--- config.mk ---
export PLATFORM = sky130hd
export DESIGN_NAME = vga_timing_driver
export DESIGN_NICKNAME = d
export VERILOG_FILES = /design/src/rtl/vga_pkg.sv /design/src/rtl/vga_axis_counter.sv /design/src/rtl/vga_timing_driver.sv
export SDC_FILE = /design/constraint.sdc
export NUM_CORES = 1
export LEC_CHECK = 0
export BUFFER_PORTS_ARGS = -buffer_cell sky130_fd_sc_hd__buf_2
export CAP_MARGIN = 20
export CORE_AREA = 2 2 60 62
export DETAILED_ROUTE_END_ITERATION = 10
export DIE_AREA = 0 0 62 64
export GPL_TIMING_DRIVEN = 0
export PLACE_DENSITY = 0.73
export SLEW_MARGIN = 25
export SYNTH_ARGS = -nofsm -noshare
export SYNTH_HDL_FRONTEND = slang
export SYNTH_SLANG_ARGS = --single-unit
--- constraint.sdc ---
create_clock -name clock25MHz -period 2 [get_ports clock25MHz]
set_clock_uncertainty 0.2 [all_clocks]
set_input_delay 0.3 -clock clock25MHz [delete_from_list [all_inputs] [get_ports clock25MHz]]
set_output_delay 0.3 -clock clock25MHz [all_outputs]
set_load 0.02 [all_outputs]
--- src/rtl/vga_pkg.sv ---
// vga_pkg: shared 640x480@60 Hz timing constants and coordinate helpers
package vga_pkg;
  localparam int COORD_W = 10;
  localparam int H_VISIBLE = 640;
  localparam int H_FRONT = 16;
  localparam int H_SYNC = 96;
  localparam int H_BACK = 48;
  localparam int H_TOTAL = H_VISIBLE + H_FRONT + H_SYNC + H_BACK;
  localparam int V_VISIBLE = 480;
  localparam int V_FRONT = 10;
  localparam int V_SYNC = 2;
  localparam int V_BACK = 33;
  localparam int V_TOTAL = V_VISIBLE + V_FRONT + V_SYNC + V_BACK;
  localparam int H_SYNC_START = H_VISIBLE + H_FRONT;
  localparam int H_SYNC_END = H_SYNC_START + H_SYNC;
  localparam int V_SYNC_START = V_VISIBLE + V_FRONT;
  localparam int V_SYNC_END = V_SYNC_START + V_SYNC;
  localparam logic SYNC_ACTIVE = 1'b0;
  typedef logic [COORD_W-1:0] coord_t;
  function automatic logic inRange(coord_t v, int lo, int hi);
    return (int'(v) >= lo) && (int'(v) < hi);
  endfunction
endpackage

--- src/rtl/vga_axis_counter.sv ---
// vga_axis_counter: wrap counter 0..TOTAL-1 advancing on inc, flags the wrap cycle
module vga_axis_counter
  import vga_pkg::*;
#(
  parameter int TOTAL = 800
) (
  input  logic   clock25MHz,
  input  logic   reset,
  input  logic   inc,
  output logic   wrap,
  output coord_t count
);
  if (TOTAL < 2 || TOTAL > 1024) begin : gBadTotal
    $error("vga_axis_counter: TOTAL out of range for a 10-bit counter");
  end
  assign wrap = inc && (count == COORD_W'(TOTAL - 1));
  // advance on inc, returning to zero on the same cycle the wrap flag is raised
  always_ff @(posedge clock25MHz)
    if (reset) count <= '0;
    else if (inc) count <= wrap ? '0 : count + COORD_W'(1);
endmodule

--- src/rtl/vga_timing_driver.sv ---
// vga_timing_driver: VGA raster timing, coordinate publish and blanked, sync-aligned pin stage
module vga_timing_driver #(
  parameter int   H_VISIBLE   = vga_pkg::H_VISIBLE,
  parameter int   H_FRONT     = vga_pkg::H_FRONT,
  parameter int   H_SYNC      = vga_pkg::H_SYNC,
  parameter int   H_BACK      = vga_pkg::H_BACK,
  parameter int   V_VISIBLE   = vga_pkg::V_VISIBLE,
  parameter int   V_FRONT     = vga_pkg::V_FRONT,
  parameter int   V_SYNC      = vga_pkg::V_SYNC,
  parameter int   V_BACK      = vga_pkg::V_BACK,
  parameter logic SYNC_ACTIVE = vga_pkg::SYNC_ACTIVE
) (
  input  logic       clock25MHz,
  input  logic       reset,
  input  logic [3:0] red,
  input  logic [3:0] green,
  input  logic [3:0] blue,
  output logic [9:0] x,
  output logic [9:0] y,
  output logic       active,
  output logic       frameStart,
  output logic [3:0] vgaRed,
  output logic [3:0] vgaGreen,
  output logic [3:0] vgaBlue,
  output logic       hsync,
  output logic       vsync
);
  import vga_pkg::*;
  localparam int HT = H_VISIBLE + H_FRONT + H_SYNC + H_BACK;
  localparam int VT = V_VISIBLE + V_FRONT + V_SYNC + V_BACK;
  localparam int HS_START = H_VISIBLE + H_FRONT;
  localparam int HS_END = HS_START + H_SYNC;
  localparam int VS_START = V_VISIBLE + V_FRONT;
  localparam int VS_END = VS_START + V_SYNC;
  coord_t hCount, vCount;
  logic hWrap;
  vga_axis_counter #(.TOTAL(HT)) hCounter (
    .clock25MHz(clock25MHz), .reset(reset), .inc(1'b1), .wrap(hWrap), .count(hCount)
  );
  vga_axis_counter #(.TOTAL(VT)) vCounter (
    .clock25MHz(clock25MHz), .reset(reset), .inc(hWrap), .wrap(), .count(vCount)
  );
  assign x = hCount;
  assign y = vCount;
  assign active = inRange(hCount, 0, H_VISIBLE) && inRange(vCount, 0, V_VISIBLE);
  assign frameStart = !reset && hCount == '0 && vCount == '0;
  // single pin bank so colour and both syncs change on the same edge
  always_ff @(posedge clock25MHz)
    if (reset) begin
      vgaRed <= '0;
      vgaGreen <= '0;
      vgaBlue <= '0;
      hsync <= ~SYNC_ACTIVE;
      vsync <= ~SYNC_ACTIVE;
    end else begin
      vgaRed <= active ? red : '0;
      vgaGreen <= active ? green : '0;
      vgaBlue <= active ? blue : '0;
      hsync <= inRange(hCount, HS_START, HS_END) ? SYNC_ACTIVE : ~SYNC_ACTIVE;
      vsync <= inRange(vCount, VS_START, VS_END) ? SYNC_ACTIVE : ~SYNC_ACTIVE;
    end
endmodule

==> run metrics, run 1 <==
Final Wtd Congestion 0.775; CTS max path bufs 2; crit path cell chain or4_1 -> nor3_2 -> buf_4; slew at the pin closest to its max-slew limit 483 ps; first-pass GRT wire length approximately 6600 um; n_diodes 0; Mapped Cells 152; via-per-instance ratio between 5 and 6; layout cells sized above 1 0.453; Core Area 3280 um2; Mean Syn Cell Area 9.38 um2; FF+latch count, synth 34; FF-to-FF Start hCounter.count[5]$_SDFF_PP0_; Starting Density 0.434; CP max stage cell or4_1; HP Start reset; initial antenna violation count 0; clock-pin transition on the worst setup and hold timing paths 110 ps; Pleak 1.02 nW; Tot Pwr 1.42 mW; Fmax 477 MHz; global route total overflow 0; Yosys warnings 0; detailed-route via count 1449; Die Ht ~64 um; DR WL/cell 14.7 um; Post-Syn Area around 1400 um2; dpl cells 246; First-pass DRT Iterations 4; status finished with violations; final std cells w/o fill roughly 280; die area 3970 um2; R2R Path End vCounter.count[9]$_SDFFE_PP0N_; Total Wirelength 4160 um; depth of the CTS H-tree 2; Mapped Nets 170; RSZ-0062 raised after global routing true; Clock Latency Late Sink 350 ps; Async SR Flop Fraction 0; CTS tree done; r2r worst-path depth 6; crit start category flop; Top Ports 50; Cell Rows 21; Worst Hold Path Cells 2; final setup violating endpoints 3; Post-synth EDFFs 0; Max-cap violations 0; Post-DRT Antenna Nets 0; Worst VDD drop 0.470 mV; Total Routing Usage GR 0.224; register-to-register setup slack -50 ps; vias in the first global route 1408; port bufs 48; crit path DAT 1600 ps; Final min period 2100 ps; Tcrit/Tclk final 1.05; Area Overhead vs Synth 57.2%; critical path type flop to primary output; worst hold slack 161 ps; Setup crit end kind primary output; post-layout worst setup margin -98.1 ps; Num CTS Buffers 5; PD cells 633 nW/um2; Fill cells 254; share of the yosys chip area belonging to registers 0.478; Die Width 62 um; crit path max fanout 2; Cell variety after synth 34; Slew Limit Headroom 0.678; hpwl dp 2350 um; Pins Over Slew Limit 0; failing checks negative setup slack; clock root buffer clkbuf_4; CTS Sinks 34; DRC 0; Hold Path Sink hCounter.count[6]$_SDFF_PP0_; worst min-delay path class input pin to flop; largest net degree at the start of global routing 13; Layout Nets around 250; CP required 1500 ps; main flop type after synthesis dfxtp_1; largest stage delay on the critical path 530 ps; 1st-iter DRT viols 112; final hold vios 0; setup TNS -202 ps
registers in the layout, summed over array words and instances, names as in the netlist:
| name | count |
|---|---|
| hsync | 1 |
| vCounter.count | 10 |
| hCounter.count | 10 |
| vgaRed | 4 |
| vgaGreen | 4 |
| vgaBlue | 4 |
| vsync | 1 |
stage by stage:
stage | area (um2) | utilization | setup WS [ps]
2_1_floorplan | 1460 | - | -36.2
3_3_place_gp | 1760 | 0.536 | -89.2
3_5_place_dp | 1760 | 0.536 | -152
4_1_cts | 2150 | 0.656 | -100
5_1_grt | 2240 | 0.682 | -214
6_report | 2240 | 0.682 | -98.1
power by group:
group | switching, mW | internal [mW]
sequential | 0.0126 | 0.686
clock | 0.253 | 0.341
combinational | 0.0660 | 0.0614
total | 0.331 | 1.09
cell type report:
type                       count  area (um2)  share of cell area
clock buffer                   6        62.6              0.0279
tap                           46        57.6              0.0257
clock inverter                 2        38.8              0.0173
inverter                       8        30.0              0.0134
buffer                         3        15.0             0.00670
multi-input combinational    105         811               0.362
timing repair buffer          78         505               0.226
sequential                    34         721               0.322
critical path: cells and delay by family (launching register included):
kind	cells	cell delay (ps)
buffers and inverters	1	170
DFF	1	360
and+or+nand+nor	2	730
cell families after synthesis:
| group | count (synthesis) | share of synthesized area |
|---|---|---|
| AO/OA/AOI/OAI | 13 | 0.0536 |
| XOR/XNOR | 11 | 0.0676 |
| flip-flops | 34 | 0.478 |
| multiplexers | 1 | 0.00702 |
| adder cells (fa/ha/maj) | 4 | 0.0351 |
| buffers and inverters | 13 | 0.0404 |
| AND/OR/NAND/NOR | 76 | 0.319 |
synthesized netlist by cell type, types with 2 or more instances:
cell,count,area [um2]
a21oi_1,5,25.0
and3_1,15,93.8
clkbuf_1,3,11.3
dfxtp_1,34,681
ha_1,4,50.1
inv_1,8,30.0
nand2_1,6,22.5
nand3_1,8,40.0
nand4_1,5,31.3
nor2_1,14,52.6
nor2b_1,4,25.0
nor3_1,6,30.0
nor4_1,2,12.5
o21ai_0,4,20.0
o31ai_1,2,15.0
or3_1,2,12.5
or4_1,4,30.0
xnor2_1,6,52.6
xor2_1,5,43.8
cells in the final DEF, fill, tap and decap left out, types with 2 or more instances in the layout:
cell           synthesis  routed
ha_1                   4       3
o21ai_0                4       2
a21oi_1                5       5
nor3_1                 6       4
buf_6                  1       2
buf_2                  1      47
dfxtp_1               34      20
dlygate4sd3_1          0      12
dfxtp_4                0       9
nand4_1                5       5
dfxtp_2                0       5
nor2b_1                4       3
or4_4                  1       2
or4_1                  4       3
inv_1                  8       8
clkbuf_1               3       2
nand2_1                6       6
or3_1                  2       2
nor4_4                 1       2
nor2_1                14      13
nand3_1                8       7
clkbuf_4               0       5
and3_1                15      14
xor2_1                 5       5
xnor2_1                6       5
buf_4                  0      18
o31ai_1                2       2
metal layers:
layer / wire [um] / vias to the layer above / GRT usage / part of all wire
met5: 0 / - / 0 / 0
met4: 152 / 0 / 0.0984 / 0.037
met3: 220 / 16 / 0.0688 / 0.053
met2: 2070 / 56 / 0.344 / 0.50
met1: 1720 / 668 / 0.281 / 0.41
li1: - / 709 / - / -
repair_timing:
action | in CTS | in global routing
setup endpoints to repair | 8 | 8
pin swaps | 6 | 9
gates resized for setup | 20 | 18
setup buffers | 15 | 3
endpoints found under the hold margin | 12 | 0
hold buffers | 12 | 0
how the worst max path moves through the flow:
stage / from / endpoint / slack, ps / cells after the start
after global routing: vCounter.count[0]$_SDFFE_PP0N_ / frameStart / -210 / 6
after floorplan: hCounter.count[6]$_SDFF_PP0_ / vCounter.count[8]$_SDFFE_PP0N_ / -40 / 5
after CTS: hCounter.count[3]$_SDFF_PP0_ / frameStart / -100 / 3
after global placement: hCounter.count[6]$_SDFF_PP0_ / vCounter.count[2]$_SDFFE_PP0N_ / -90 / 5
after detailed placement: hCounter.count[6]$_SDFF_PP0_ / vCounter.count[2]$_SDFFE_PP0N_ / -150 / 5
final: hCounter.count[3]$_SDFF_PP0_ / frameStart / -100 / 3
Note: power is estimated with default switching activity, not from simulation.
==> run 2: changes to the inputs <==
--- a/config.mk
+++ b/config.mk
@@ -7,11 +7,10 @@
 export LEC_CHECK = 0
 export BUFFER_PORTS_ARGS = -buffer_cell sky130_fd_sc_hd__buf_2
 export CAP_MARGIN = 20
-export CORE_AREA = 2 2 60 62
+export CORE_AREA = 2 2 67 69
 export DETAILED_ROUTE_END_ITERATION = 10
-export DIE_AREA = 0 0 62 64
+export DIE_AREA = 0 0 69 71
 export GPL_TIMING_DRIVEN = 0
-export PLACE_DENSITY = 0.73
 export SLEW_MARGIN = 25
 export SYNTH_ARGS = -nofsm -noshare
 export SYNTH_HDL_FRONTEND = slang
==> run 2 against run 1 <==
  * The flow still finishes with violations (negative setup slack)
  * Flip-flop and latch count stayed put
  * Core utilization is 18 points lower
  * Via count is 7.7% lower
  * Critical path type is now flop to flop
  * Routed wire length is 15% lower
  * Register-to-register slack hardly changed
  * Final cell count is 2.5% lower
  * Clock power is 0.7% lower
==> run metrics, run 2 (synthesized netlist as in run 1, its figures left out) <==
status finished with violations; failing checks negative setup slack; die area 4900 um2 (+23%); Top Ports 50 (unchanged); M1 GR Usage 0.181 (-0.0999); first-pass GRT wire length 5760 um (-13%); Die Ht 71 um (+11%); Psw 0.341 mW (+2.8%); largest net degree at the start of global routing 13 (unchanged); cell area after layout 2120 um2 (-5.3%); Post-DRT Antenna Nets 0 (unchanged); 1st-iter DRT viols 47 (-58%); Hold-fix buffers, CTS 0 (-12); Reg power frac 0.503 (+0.011); Final Wtd Congestion 0.777 (+0.25%); Cell Rows 24 (+14%); initial antenna violation count 0 (unchanged); First-pass DRT Iterations 6 (+2); RSZ-0062 raised after global routing true; Switching Share 0.244 (+0.0103); Clock Latency Late Sink 280 ps (-70 ps); via-per-instance ratio 4.86 (-5.4%); port bufs 48 (unchanged); Pins Over Slew Limit 0 (unchanged); clock root buffer clkbuf_8; Die Width 69 um (+11%); CTS Sinks 34 (unchanged); Setup crit end kind flop; global route total overflow 0 (unchanged); post-place instance area 1770 um2 (+0.43%); Core Area 4200 um2 (+28%); vias in the first global route 1183 (-16%); critical path type flop to flop; worst min-delay path class input pin to flop; dpl cells 252 (+2.4%); layout cells sized above 1 0.502 (+0.0489); crit path cell chain or2_0 -> buf_4 -> or4_4 -> or4_1 -> a21oi_1; leading cell types in the layout, fill and taps excluded 47 x buf_2, 18 x dfxtp_1, 17 x buf_4; depth of the CTS H-tree 2 (unchanged); Final min period 2040 ps (-61.2 ps); final hold vios 0 (unchanged); Worst VDD drop 0.287 mV (-39%); pre-CTS setup slack -92.1 ps (+59.4 ps); crit path DAT 2060 ps (+460 ps); Area Overhead vs Synth 48.9%; DRC 0 (unchanged); final setup violating endpoints 1 (-2); CTS max path bufs 2 (unchanged); Starting Density 0.339 (-0.0949); P_int 1.06 mW (-2.8%); largest stage delay on the critical path 530 ps (about the same); clock-pin transition on the worst setup and hold timing paths 70 ps (-40 ps); crit start category flop; Tot Pwr 1.40 mW (-1.5%); CTS tree done; detailed-route via count 1337 (-7.7%); Fmax 491 MHz (+3.0%); met3 GRT Util 0.0513 (-0.0175); hpwl dp 2380 um (+1.2%); routing usage on met2 0.238 (-0.106); crit path max fanout 7 (+5); post-layout worst setup margin -36.9 ps (+61.2 ps); Pleak 0.964 nW (-5.6%); Clock Power Share 0.421 (+0.003); Largest regs hCounter.count (10), vCounter.count (10); DR WL/cell 12.9 um (-13%); Max-cap violations 0 (unchanged); final std cells w/o fill 275 (-2.5%); n_diodes 0 (unchanged); Layout Nets 240 (-5.1%); CP required 2020 ps (+520 ps); Comb power frac 0.075 (-0.015); Slew Limit Headroom 0.709 (+0.0310); Tcrit/Tclk final 1.02 (-0.0306); Total Routing Usage GR 0.146 (-0.0781); most common cell after layout, fill and taps aside buf_2; slew at the pin closest to its max-slew limit 436 ps (-46.5 ps); Total Wirelength 3550 um (-15%); register-to-register setup slack -40 ps (about the same); Top Usage Layer GRT met2; Num CTS Buffers 5 (unchanged); CP max stage cell or4_4; PD cells 659 nW/um2 (+4.0%)
==> run 2: cell types whose count changed in the layout (fill, tap and decap cells not counted), sizes merged <==
cell         change
dlygate4sd3     -12
inv              +1
bufinv           -1
clkinvlp         +1
clkinv           -1
buf              -1
==> run 2: through the flow <==
stage	setup TNS, ps	hold WS (ps)	util
6_report	-36.9	37.8	0.505
5_1_grt	-270	28.9	0.505
4_1_cts	-165	31.2	0.480
3_5_place_dp	-480	258	0.421
3_3_place_gp	-607	255	0.421
2_1_floorplan	-36.2	253	-
==> run 2: power groups by stage <==
stage	clock network [mW]	registers [mW]	logic, mW
2_1_floorplan	0	0.744	0.0341
3_3_place_gp	0	0.722	0.0953
3_5_place_dp	0	0.722	0.0951
4_1_cts	0.608	0.702	0.0991
5_1_grt	0.645	0.706	0.116
6_report	0.589	0.704	0.105
==> run 2: path summary, 6_finish.rpt <==
| check | startpoint | endpoint | depth (start not counted) |
|---|---|---|---|
| hold reg to reg | vCounter.count[1]$_SDFFE_PP0N_ | vsync$_SDFF_PP1_ | 1 |
| hold / removal | red[1] | vgaRed[1]$_SDFF_PP0_ | 2 |
| setup / recovery | hCounter.count[6]$_SDFF_PP0_ | vCounter.count[8]$_SDFFE_PP0N_ | 5 |
| setup reg to reg | hCounter.count[6]$_SDFF_PP0_ | vCounter.count[8]$_SDFFE_PP0N_ | 5 |
==> run 2: layer usage <==
| metal | vias up | routed length, um |
|---|---|---|
| met1 | 622 | 1610 |
| met3 | 5 | 158 |
| met5 | - | 0 |
| li1 | 683 | - |
| met2 | 27 | 1730 |
| met4 | 0 | 51 |
==> run 2: final cells by class <==
| class | count | area [um2] |
|---|---|---|
| clock buffer | 6 | 93.8 |
| multi-input combinational | 105 | 808 |
| sequential | 34 | 716 |
| timing repair buffer | 64 | 367 |
| fill | 387 | 2080 |
| inverter | 8 | 32.5 |
| clock inverter | 2 | 13.8 |
| tap | 52 | 65.1 |
| buffer | 4 | 26.3 |
==> run 2: critical path: cells and delay by family, from the launching register on <==
kind / cells / cell delay, ps
and+or+nand+nor: 3 / 1150
buffers and inverters: 1 / 160
AOI/OAI and AO/OA: 1 / 120
DFF: 1 / 350
==> run 2: timing repair <==
item	4_1_cts	5_1_grt
pin swaps	5	7
setup buffers	12	4
endpoints found under the setup margin	8	10
resized for setup	19	22
==> run 3: changes to the inputs <==
--- a/config.mk
+++ b/config.mk
@@ -5,12 +5,13 @@
 export SDC_FILE = /design/constraint.sdc
 export NUM_CORES = 1
 export LEC_CHECK = 0
-export BUFFER_PORTS_ARGS = -buffer_cell sky130_fd_sc_hd__buf_2
 export CAP_MARGIN = 20
 export CORE_AREA = 2 2 67 69
 export DETAILED_ROUTE_END_ITERATION = 10
 export DIE_AREA = 0 0 69 71
+export DONT_BUFFER_PORTS = 1
 export GPL_TIMING_DRIVEN = 0
+export SETUP_SLACK_MARGIN = 0.4
 export SLEW_MARGIN = 25
 export SYNTH_ARGS = -nofsm -noshare
 export SYNTH_HDL_FRONTEND = slang
==> run 3 against run 2 <==
  * The run still ends with negative setup slack left
  * Non-clock buffer count fell by 40
  * Routed wire length rose by 2.4%
  * Global-route usage is 0.18 points higher
  * Total power grew 1.1%
  * Maximum frequency decreased by 4.4%
  * Die area unchanged
  * Clock-buffer cell count fell by 1
  * Register-to-register slack got worse by 90 ps
  * Sequential share of layout area rose by 2.8 points
  * Largest cell class unchanged
==> run metrics, run 3 (synthesized netlist as in run 1, its figures left out) <==
status finished with violations; failing checks negative setup slack; Tcrit/Tclk final 1.07 (+0.0467); Total Routing Usage GR 0.148 (+0.00180); Die Width 69 um (unchanged); worst min-delay path class input pin to flop; Core Area 4200 um2 (unchanged); r2r worst-path depth 5 (unchanged); worst hold slack 210 ps (+172 ps); die area 4900 um2 (unchanged); Worst Hold Path Cells 2 (unchanged); Starting Density 0.339 (unchanged); Layout Nets 200 (-17%); Setup crit end kind flop; critical path type flop to flop; clock root buffer clkbuf_8; R2R Path End vCounter.count[8]$_SDFFE_PP0N_; HP Start reset; depth of the CTS H-tree 2 (unchanged); FF-to-FF Start hCounter.count[6]$_SDFF_PP0_; DRC 0 (unchanged); register-to-register setup slack -130 ps (-90 ps); Largest regs hCounter.count (10), vCounter.count (10); clock-pin transition on the worst setup and hold timing paths 70 ps (about the same); Max-cap violations 0 (unchanged); most common cell after layout, fill and taps aside dfxtp_1; setup TNS -362 ps (-326 ps); slew at the pin closest to its max-slew limit 474 ps (+37.3 ps); Fmax 469 MHz (-4.4%); Tot Pwr 1.41 mW (+1.1%); n_diodes 0 (unchanged); PD cells 707 nW/um2 (+7.3%); Num CTS Buffers 5 (unchanged); Pleak 0.772 nW (-20%); CP delay by family, top simple AND/OR/NAND/NOR gates; Pins Over Slew Limit 0 (unchanged); Die Ht 71 um (unchanged); Post-DRT Antenna Nets 0 (unchanged); final setup violating endpoints 5 (+4); detailed-route via count 1241 (-7.2%); Final min period 2130 ps (+93.5 ps); Fill cells 390 (+0.78%); global route total overflow 0 (unchanged); largest stage delay on the critical path 540 ps (about the same); Clock Latency Late Sink 290 ps (about the same); 1st-iter DRT viols 57 (+21%); CP max stage cell or4_4; crit start category flop; Slew Limit Headroom 0.684 (-0.0249); DR WL/cell 15.5 um (+20%); CTS Sinks 34 (unchanged); RSZ-0062 raised after global routing true; post-layout worst setup margin -130 ps (-93.5 ps); Final Wtd Congestion 0.777 (unchanged); Levels on crit path 5 (unchanged); Total Wirelength 3630 um (+2.4%); via-per-instance ratio 5.28 (+8.6%); Top Ports 50 (unchanged); crit path DAT 2150 ps (+90 ps); hpwl dp 2420 um (+1.6%); Worst Path Buf+Inv 1 (unchanged); Cell Rows 24 (unchanged); vias in the first global route 1169 (-1.2%); First-pass DRT Iterations 4 (-2); Hold Path Sink hCounter.count[6]$_SDFF_PP0_; initial antenna violation count 0 (unchanged); leading cell types in the layout, fill and taps excluded 16 x dfxtp_1, 15 x and3_1, 12 x nor2_1, 12 x dlygate4sd3_1, 11 x dfxtp_4; CTS tree done; first-pass GRT wire length 5710 um (-0.83%); port bufs 0 (-100%); Worst VDD drop 0.398 mV (+39%); Area Overhead vs Synth 40.3%; final hold vios 0 (unchanged); largest net degree at the start of global routing 12 (-1); CP required 2020 ps (about the same); CTS max path bufs 2 (unchanged); crit path cell chain or2_0 -> buf_4 -> or4_4 -> or4_1 -> a21oi_1; crit path max fanout 7 (unchanged); layout cells sized above 1 0.344 (-0.158)
[run 3: through the flow]
| stage | instance area, um2 | util | instances | setup WS [ps] |
|---|---|---|---|---|
| 6_report | 2000 | 0.476 | 235 | -130 |
| 5_1_grt | 2000 | 0.476 | 235 | -203 |
| 4_1_cts | 1900 | 0.451 | 231 | -108 |
| 3_5_place_dp | 1560 | 0.371 | 204 | -130 |
| 3_3_place_gp | 1560 | 0.371 | 204 | -160 |
| 2_1_floorplan | 1490 | - | 152 | -35.7 |
[run 3: area by class of cell]
class                   instances  area [um2]  share of cell area
multi-input cells             105         812               0.406
repair buffers                 23         210               0.105
inverters                       8        32.5              0.0163
flip-flops and latches         34         731               0.365
plain buffers                   5        40.0              0.0200
clock buffers                   5        68.8              0.0344
well taps                      52        65.1              0.0325
clock inverters                 3        40.0              0.0200
[run 3: how the worst max path moves through the flow]
stage	slack, ps	to	start
after global routing	-200	frameStart	hCounter.count[0]$_SDFF_PP0_
after CTS	-110	vCounter.count[8]$_SDFFE_PP0N_	hCounter.count[6]$_SDFF_PP0_
after global placement	-160	frameStart	vCounter.count[4]$_SDFFE_PP0N_
after detailed placement	-130	frameStart	vCounter.count[4]$_SDFFE_PP0N_
final	-130	vCounter.count[8]$_SDFFE_PP0N_	hCounter.count[6]$_SDFF_PP0_
after floorplan	-40	vCounter.count[8]$_SDFFE_PP0N_	hCounter.count[6]$_SDFF_PP0_
[run 3: routing by layer]
metal,up-vias,global-route usage,part of all wire
met5,-,0,0
met4,0,0.0458,0.013
met3,5,0.0627,0.074
met2,45,0.260,0.52
met1,587,0.162,0.40
li1,604,-,-
[run 3: worst reg2reg max path: cells and delay by family (launching register included)]
kind,cells,cell delay (ps)
compound gates,1,150
buf+inv,1,150
flops,1,390
simple gates,3,1180
[run 3: what timing repair did]
action                                  in CTS  in global routing
endpoints found under the hold margin       12                  0
endpoints found under the setup margin      28                 29
hold buffers                                12                  0
pin swaps                                    9                  9
gates resized for setup                     15                 21
buffers inserted                             7                  4
[run 3: power breakdown]
part           switching [mW]  leakage (nW)  internal [mW]
registers              0.0390         0.290          0.684
clock network           0.249        0.0579          0.366
logic                  0.0329         0.425         0.0422
